`src/rtl/dm_boot_loader_if.sv`:
```
// Bus bundle between the boot loader and its neighbours: boot byte stream,
// CPU-side data-memory port, and the physical data-memory port.
interface dm_boot_loader_if #(
  parameter int WL = 32,
  parameter int AW = 9
);
  logic          in_valid;
  logic [7:0]    in_data;
  logic          in_ready;
  logic          reload;
  logic          cpu_run;
  logic          cpu_dmwe;
  logic [AW-1:0] cpu_dma;
  logic [WL-1:0] cpu_dmwd;
  logic [WL-1:0] cpu_dmrd;
  logic          dmwe;
  logic [AW-1:0] dma;
  logic [WL-1:0] dmwd;
  logic [WL-1:0] dmrd;

  modport slave (
    input  in_valid, in_data, reload, cpu_dmwe, cpu_dma, cpu_dmwd, dmrd,
    output in_ready, cpu_run, cpu_dmrd, dmwe, dma, dmwd
  );

  modport master (
    output in_valid, in_data, reload, cpu_dmwe, cpu_dma, cpu_dmwd, dmrd,
    input  in_ready, cpu_run, cpu_dmrd, dmwe, dma, dmwd
  );
endinterface

```
`src/rtl/dm_boot_loader.sv`:
```
// Owns the data-memory port: packs a big-endian byte stream into words at
// addresses 0..NWORDS-1 while the CPU is held, then passes the port through.
module dm_boot_loader #(
  parameter int WL     = 32,
  parameter int AW     = 9,
  parameter int NWORDS = 64
) (
  input logic             clk,
  input logic             rst,
  dm_boot_loader_if.slave bus
);

  localparam int BPW = WL / 8;
  localparam int CW  = (BPW > 1) ? $clog2(BPW) : 1;

  localparam logic [1:0] ST_LOAD  = 2'd0;
  localparam logic [1:0] ST_WRITE = 2'd1;
  localparam logic [1:0] ST_DONE  = 2'd2;

  logic [1:0]    state_q, state_d;
  logic [CW-1:0] byte_cnt_q, byte_cnt_d;
  logic [AW:0]   word_addr_q, word_addr_d;
  logic [WL-1:0] sreg_q, sreg_d;
  logic          accept;
  logic [AW:0]   word_addr_inc;

  assign accept        = bus.in_valid && (state_q == ST_LOAD);
  assign word_addr_inc = word_addr_q + (AW+1)'(1);

  always_comb begin
    state_d     = state_q;
    byte_cnt_d  = byte_cnt_q;
    word_addr_d = word_addr_q;
    sreg_d      = sreg_q;
    case (state_q)
      ST_LOAD: begin
        if (accept) begin
          sreg_d = (sreg_q << 8) | WL'(bus.in_data);
          if (byte_cnt_q == CW'(BPW - 1)) begin
            byte_cnt_d = '0;
            state_d    = ST_WRITE;
          end else begin
            byte_cnt_d = byte_cnt_q + CW'(1);
          end
        end
      end
      ST_WRITE: begin
        // word_addr saturates at NWORDS because DONE is entered exactly there
        word_addr_d = word_addr_inc;
        state_d     = (word_addr_inc == (AW+1)'(NWORDS)) ? ST_DONE : ST_LOAD;
      end
      ST_DONE: begin
        if (bus.reload) begin
          state_d     = ST_LOAD;
          word_addr_d = '0;
          byte_cnt_d  = '0;
        end
      end
      default: begin
        state_d = ST_LOAD;
      end
    endcase
  end

  always_ff @(posedge clk or posedge rst) begin
    if (rst) begin
      state_q     <= ST_LOAD;
      byte_cnt_q  <= '0;
      word_addr_q <= '0;
      sreg_q      <= '0;
    end else begin
      state_q     <= state_d;
      byte_cnt_q  <= byte_cnt_d;
      word_addr_q <= word_addr_d;
      sreg_q      <= sreg_d;
    end
  end

  // The DM port belongs to the loader until DONE, then to the datapath.
  always_comb begin
    bus.in_ready = (state_q == ST_LOAD);
    bus.cpu_run  = (state_q == ST_DONE);
    if (state_q == ST_DONE) begin
      bus.dmwe     = bus.cpu_dmwe;
      bus.dma      = bus.cpu_dma;
      bus.dmwd     = bus.cpu_dmwd;
      bus.cpu_dmrd = bus.dmrd;
    end else begin
      bus.dmwe     = (state_q == ST_WRITE);
      bus.dma      = word_addr_q[AW-1:0];
      bus.dmwd     = sreg_q;
      bus.cpu_dmrd = '0;
    end
  end

endmodule

```
`src/flat_wrapper.sv`:
```
// flat-port wrapper written by rule: the top's interface ports become plain ports
module dm_boot_loader_flat 
#(
  parameter int WL     = 32,
  parameter int AW     = 9,
  parameter int NWORDS = 64
)
  (clk, rst, bus_in_valid, bus_in_data, bus_reload, bus_cpu_dmwe, bus_cpu_dma, bus_cpu_dmwd, bus_dmrd, bus_in_ready, bus_cpu_run, bus_cpu_dmrd, bus_dmwe, bus_dma, bus_dmwd);
  dm_boot_loader_if #(.WL(WL), .AW(AW)) bus_i ();
  input logic clk;
  input logic rst;
  input wire logic [$bits(bus_i.in_valid)-1:0] bus_in_valid;
  input wire logic [$bits(bus_i.in_data)-1:0] bus_in_data;
  input wire logic [$bits(bus_i.reload)-1:0] bus_reload;
  input wire logic [$bits(bus_i.cpu_dmwe)-1:0] bus_cpu_dmwe;
  input wire logic [$bits(bus_i.cpu_dma)-1:0] bus_cpu_dma;
  input wire logic [$bits(bus_i.cpu_dmwd)-1:0] bus_cpu_dmwd;
  input wire logic [$bits(bus_i.dmrd)-1:0] bus_dmrd;
  output wire logic [$bits(bus_i.in_ready)-1:0] bus_in_ready;
  output wire logic [$bits(bus_i.cpu_run)-1:0] bus_cpu_run;
  output wire logic [$bits(bus_i.cpu_dmrd)-1:0] bus_cpu_dmrd;
  output wire logic [$bits(bus_i.dmwe)-1:0] bus_dmwe;
  output wire logic [$bits(bus_i.dma)-1:0] bus_dma;
  output wire logic [$bits(bus_i.dmwd)-1:0] bus_dmwd;
  assign bus_i.in_valid = bus_in_valid;
  assign bus_i.in_data = bus_in_data;
  assign bus_i.reload = bus_reload;
  assign bus_i.cpu_dmwe = bus_cpu_dmwe;
  assign bus_i.cpu_dma = bus_cpu_dma;
  assign bus_i.cpu_dmwd = bus_cpu_dmwd;
  assign bus_i.dmrd = bus_dmrd;
  assign bus_in_ready = bus_i.in_ready;
  assign bus_cpu_run = bus_i.cpu_run;
  assign bus_cpu_dmrd = bus_i.cpu_dmrd;
  assign bus_dmwe = bus_i.dmwe;
  assign bus_dma = bus_i.dma;
  assign bus_dmwd = bus_i.dmwd;
  dm_boot_loader #(.WL(WL), .AW(AW), .NWORDS(NWORDS)) u_core (.clk(clk), .rst(rst), .bus(bus_i));
endmodule
```
`config.mk`:
```
export PLATFORM = sky130hd
export DESIGN_NAME = dm_boot_loader_flat
export DESIGN_NICKNAME = d
export VERILOG_FILES = /design/src/rtl/dm_boot_loader_if.sv /design/src/rtl/dm_boot_loader.sv /design/src/flat_wrapper.sv
export SDC_FILE = /design/constraint.sdc
export NUM_CORES = 1
export LEC_CHECK = 0
export CAP_MARGIN = 20
export CORE_ASPECT_RATIO = 1.1
export CORE_UTILIZATION = 42
export DETAILED_ROUTE_END_ITERATION = 8
export GPL_ROUTABILITY_DRIVEN = 0
export PLACE_DENSITY = 0.89
export SLEW_MARGIN = 20
export SYNTH_ARGS = -nofsm -noshare
export SYNTH_HDL_FRONTEND = slang
export SYNTH_SLANG_ARGS = --single-unit
```
`constraint.sdc`:
```
create_clock -name clk -period 3.6 [get_ports clk]
set_input_delay 0.54 -clock clk [delete_from_list [all_inputs] [get_ports clk]]
set_output_delay 0.54 -clock clk [all_outputs]
set_load 0.05 [all_outputs]
```
==> reports/qor.csv <==
stage,metric,value,unit
floorplan,fp.dieW,80.0,um
cts,cts_tree,done,
sta,finalHoldViolCount,0,
worst_setup_path,reg2regPathDepth,3,
cts,clock-sinks,46,
drt,vias_per_cell,5.16,
min_path,hp-start,u_core.sreg_q[25],
synthesis,yosys_warnings,0,
cts,postCtsSetupRepairBufs,0,
synthesis,synth_xor_xnor_area_share,0.311,%
power,powerDensity,595,mW/mm^2
grt,grt_pass1_vias,2446,
sta,setup_violations,0,
worst_setup_path,cp_max_fo,46,
drt,wl_per_cell,15.9,um
job,cap_violations,0,
sta,slew_violations,0,
sta,tightest_slew,0.921,ns
drt,drc,0,
finish,antenna_cells,0,
finish,layout.cells.non_filler,490,
grt,overflow,0,
synthesis,synth_top_cell_by_area,dfrtp_1,
sta,finalHoldWorstSlack,0.524,ns
synthesis,synth_seq_cells,46,
synthesis,synthesis.nets,347,
cts,cts_buffer_depth,2,
synthesis,synthSimpleGateAreaFrac,16.5,%
run_status,run_status,"finished, final reports clean",
grt,use_met3,4.48,%
floorplan,fp-row-count,30,
sta,period_share,86.7,%
drt,vias,2529,
worst_setup_path,max_stage_delay,0.72,ns
synthesis,synthArstFlopShare,100,%
synthesis,yosys-top-cells-area,"dfrtp_1, mux2_2, and2_1",
synthesis,syn_area,0.00281,sq mm
worst_setup_path,reg2reg_from,u_core.state_q[0],
min_path,hold_depth,1,
grt,antenna_found_initial,0,
synthesis,yosys.area.top_type_share,40.9,%
floorplan,io_pins,162,
worst_setup_path,crit_slowest_cell,clkdlybuf4s50_1,
drt,drtAntennaViolNets,0,
finish,areaGrowthSynthToFinish,62.1,%
sta,rsz0062_at_grt,false,
floorplan,initial_core_util,44.6,%
synthesis,synth.area.mux_share,29.9,%
worst_setup_path,worstPathArrival,2.58,ns
floorplan,core,0.00631,sq mm
place,port_buffers,161,
finish,fillerInstances,439,
grt,grt.total_usage,22.3,%
worst_setup_path,crit_chain,"nor2b_4, buf_4, mux2_2, clkdlybuf4s50_1",
cts,cts_resized,0,
cts,h-tree-depth,2,
worst_setup_path,cp-end-kind,output pin,
synthesis,ys_types,40,
power,vdd_drop_max,0.524,mV
grt,grtUsageMet2,40.1,%
sta,min_period,3.12,ns
synthesis,synth-edff-count,0,
worst_setup_path,worstPathRequired,3.06,ns
finish,drive_gt1_share,22.0,%
cts,insertion_delay,0.29,ns
finish,regArea,0.00115,sq mm
grt,grt_use_met1,27.4,%
worst_setup_path,crit_type,reg -> out,
cts,cts_root_buf,clkbuf_8,
finish,final_cell_mix,"clkdlybuf4s50_1, mux2_2, dfrtp_1",
drt,first_pass_iters,4,
power,p_leak,1.81,nW
finish,multi_input_comb_area,0.00155,sq mm
grt,grt_max_degree,47,
finish,finalNetCount,497,
sta,max_freq,320,MHz
place,dp_hpwl,5990,um
sta,slew_headroom,38.5,%
place,dp_cells,482,
synthesis,synth_top_family_by_area,multiplexers,
synthesis,ys_seq_area_share,40.9,%
min_path,hold_class,reg -> reg,
worst_setup_path,start_kind,flop,
sta,setup_tns,0,ns
cts,clk_pin_slew,0.09,ns
synthesis,synth_area_per_cell,10.9,sq um
grt,top_usage_layer,met2,
cts,hold_buffers,0,
drt,first_iter_violations,103,
synthesis,synth_compound_area_share,6.98,%
drt,routed_wl,7790,um
floorplan,die_h,87.8,um
synthesis,syn_inst,259,
worst_setup_path,critical_path.startpoint,u_core.state_q[1],
synthesis,yosys.area_share.adder,0.890,%
cts,cts_buffers,5,
finish,final_common_cell,clkdlybuf4s50_1,
synthesis,yosys_most_used_dff,dfrtp_1,
sta,clock_skew,0.00606,ns
grt,grt_pass1_wl,12200,um
floorplan,die-area,0.00703,sq mm
==> synth_stat cells (all sizes together) (2+ instances only) <==
cell	count
a21oi	11
nand3	2
o2bb2ai	2
nand4	3
nor3	5
dfrtp	46
nand2b	2
a31oi	2
a2bb2oi	2
buf	16
mux2	73
and2	33
o21ai	4
and3	4
nand2	8
inv	4
ha	2
nor2	16
nor2b	3
clkbuf	5
a21o	2
mux2i	2
==> layout make-up <==
type                       instances  area share (%)
timing repair buffer             164            35.8
tap                               80            2.20
inverter                           4           0.329
sequential                        46            25.3
multi-input combinational        188            33.9
clock buffer                       5            1.51
clock inverter                     3           0.961
==> cell families after synthesis <==
| group | Yosys count |
|---|---|
| xor+xnor | 1 |
| flops | 46 |
| mux | 75 |
| buf+inv | 25 |
| fa+ha+maj | 2 |
| simple gates | 81 |
| compound gates | 29 |
==> stage by stage <==
stage | power [mW] | area, sq um | worst slack [ns] | utilization, %
2_1_floorplan | 1.84 | 2810 | 1.37 | -
3_3_place_gp | 2.30 | 4450 | 0.868 | 70.5
3_5_place_dp | 2.34 | 4450 | 0.806 | 70.5
4_1_cts | 2.73 | 4560 | 0.473 | 72.3
5_1_grt | 2.84 | 4560 | 0.343 | 72.3
6_report | 2.71 | 4560 | 0.478 | 72.3
==> critical path, delay by kind of cell (launching register included) <==
kind	cells	cell delay, ns
flip-flops	1	0.58
AND/OR/NAND/NOR	1	0.22
multiplexers	1	0.38
buffers and inverters	2	1.08
==> sequential cells by signal, summed over array words and instances (netlist names) <==
signal and flops:
u_core.byte_cnt_q 2, u_core.word_addr_q 10, u_core.sreg_q 32, u_core.state_q 2
==> power breakdown <==
group / switching [mW] / total (mW) / internal (mW)
sequential: 0.151 / 0.839 / 0.688
combinational: 0.847 / 1.49 / 0.642
clock: 0.175 / 0.383 / 0.208
total: 1.17 / 2.71 / 1.54
==> worst paths after layout <==
path	slack, ns	to
max reg2reg	1.45	u_core.sreg_q[23]
min reg2reg	0.52	u_core.sreg_q[25]
min in group asynchronous	0.77	u_core.sreg_q[1]
min	0.52	u_core.sreg_q[25]
max in group asynchronous	2.25	u_core.word_addr_q[1]
max	0.48	bus_dma[1]
==> layer usage <==
metal	share of wire [%]	routed length [um]
met5	0	0
met4	1.1	82
met3	6.5	508
met2	53	4130
met1	39	3080
No activity file was read; power rests on OpenSTA's default activity.
==> RTL edit (config.mk and constraints unchanged) <==
`AW` is set to 9 in 3 places; all go to 10.
--- a/src/rtl/dm_boot_loader_if.sv
+++ b/src/rtl/dm_boot_loader_if.sv
@@ -2,7 +2,7 @@
 // CPU-side data-memory port, and the physical data-memory port.
 interface dm_boot_loader_if #(
   parameter int WL = 32,
-  parameter int AW = 9
+  parameter int AW = 10
 );
   logic          in_valid;
   logic [7:0]    in_data;
--- a/src/rtl/dm_boot_loader.sv
+++ b/src/rtl/dm_boot_loader.sv
@@ -2,7 +2,7 @@
 // addresses 0..NWORDS-1 while the CPU is held, then passes the port through.
 module dm_boot_loader #(
   parameter int WL     = 32,
-  parameter int AW     = 9,
+  parameter int AW     = 10,
   parameter int NWORDS = 64
 ) (
   input logic             clk,
--- a/src/flat_wrapper.sv
+++ b/src/flat_wrapper.sv
@@ -2,7 +2,7 @@
 module dm_boot_loader_flat 
 #(
   parameter int WL     = 32,
-  parameter int AW     = 9,
+  parameter int AW     = 10,
   parameter int NWORDS = 64
 )
   (clk, rst, bus_in_valid, bus_in_data, bus_reload, bus_cpu_dmwe, bus_cpu_dma, bus_cpu_dmwd, bus_dmrd, bus_in_ready, bus_cpu_run, bus_cpu_dmrd, bus_dmwe, bus_dma, bus_dmwd);
Interface: changed (resized bus_cpu_dma and bus_dma); port bits go from 162 to 164. No check against the original RTL was run, so the function may have changed too.
==> RTL edit against the original RTL <==
  * Clock power shrank 3%
  * Worst hold slack got worse by 16 ps
  * Sequential cell count grew 1
  * Wire length down 4.1%
  * Worst setup slack improved by 230 ps
  * Area after synthesis up 0.71%
  * Maximum frequency is 8.1% higher
  * Total power grew 11%
  * Synthesized cell count shrank 0.39%
  * Via count increased by 0.47%
  * Critical path depth unchanged
  * Design area is 1.7% higher
  * Critical path type unchanged
  * Largest cell class unchanged
==> RTL edit: results (changes against the original RTL) <==
| Metric | Value |
|---|---|
| Internal Dissipation | 1650 uW (+7.2%) |
| Met2 usage | 36.8% (-3.3 points) |
| Vias | 2541 (+0.47%) |
| Sequential share of the synthesized area | 41.5% (+0.59 points) |
| Biggest regs | u_core.sreg_q (32), u_core.word_addr_q (11) |
| Worst Setup EP | bus_dmwd[1] |
| First-pass GRT wire length | 11200 um (-7.6%) |
| Status | finished, final reports clean |
| Post-DP Area | 4500 um2 (+1.2%) |
| Mux share of post-synthesis cell area | 29.0% (-0.92 points) |
| Global routing met1 resource utilization | 25.6% (-1.8 points) |
| Lkg Pwr | 0.00184 uW (+2.1%) |
| Synth Area per Inst | 11.0 um2 (+1.1%) |
| Max transition margin | 48.2% (+9.6 points) |
| Hold slack | 508 ps (-16.1 ps) |
| Post-synth net total | 348 (+0.29%) |
| Worst Path Max Fanout | 79 (+72%) |
| Worst Path Arrival | 2350 ps (-230 ps) |
| Post-synthesis cell type count | 36 (-10%) |
| Part of the power in registers | 30.7% (-0.3 points) |
| Reg-to-Reg Start | u_core.word_addr_q[0] |
| DP Cell Count | 485 (+0.62%) |
| Worst Setup SP | u_core.state_q[0] |
| Peak supply drop | 520 uV (-0.86%) |
| Pwr Density | 649 nW/um2 (+9.1%) |
| Synth Area in Adders | 1.33% (+0.44 points) |
| Fraction of layout cells with a size suffix above 1 | 21.7% (-0.30 points) |
| Via count of the first global-routing pass | 2306 (-5.7%) |
| R2r endpoint | u_core.state_q[1] |
| Worst-case reg-to-reg path depth | 5 (+2) |
| Reg2Reg Setup Slack | 1700 ps (+250 ps) |
| Clock skew | 4.11 ps (-1.95 ps) |
| Port Buf Inserts | 163 (+1.2%) |
RTL edit: cell count changes in the layout (fill, tap and decap cells not counted), sizes merged, moves of 3 or more:
| cell | unedited run | this run |
|---|---|---|
| nor2 | 16 | 5 |
| nor3 | 5 | 2 |
| o21ai | 4 | 17 |
| a21oi | 11 | 6 |
| and2 | 33 | 37 |
| a22o | 0 | 4 |
| inv | 5 | 2 |
RTL edit: critical path, stage by stage, from the launching register on:
cell,delay [ps]
dfrtp_1,430
nor2b_4,170
buf_12,300
mux2_2,390
clkdlybuf4s50_1,720
RTL edit: cell type report:
cell class              instances  area, um2
fillers                       503       1920
clock buffers                   5       68.8
clock inverters                 2       37.5
flip-flops and latches         47       1180
repair buffers                166       1690
well taps                      82        103
multi-input cells             189       1560
inverters                       2       7.51
RTL edit: metal layers:
metal,routed length [um],vias to the layer above
li1,-,1231
met1,2980,1203
met3,515,5
met5,0,-
met4,71,0
met2,3910,102
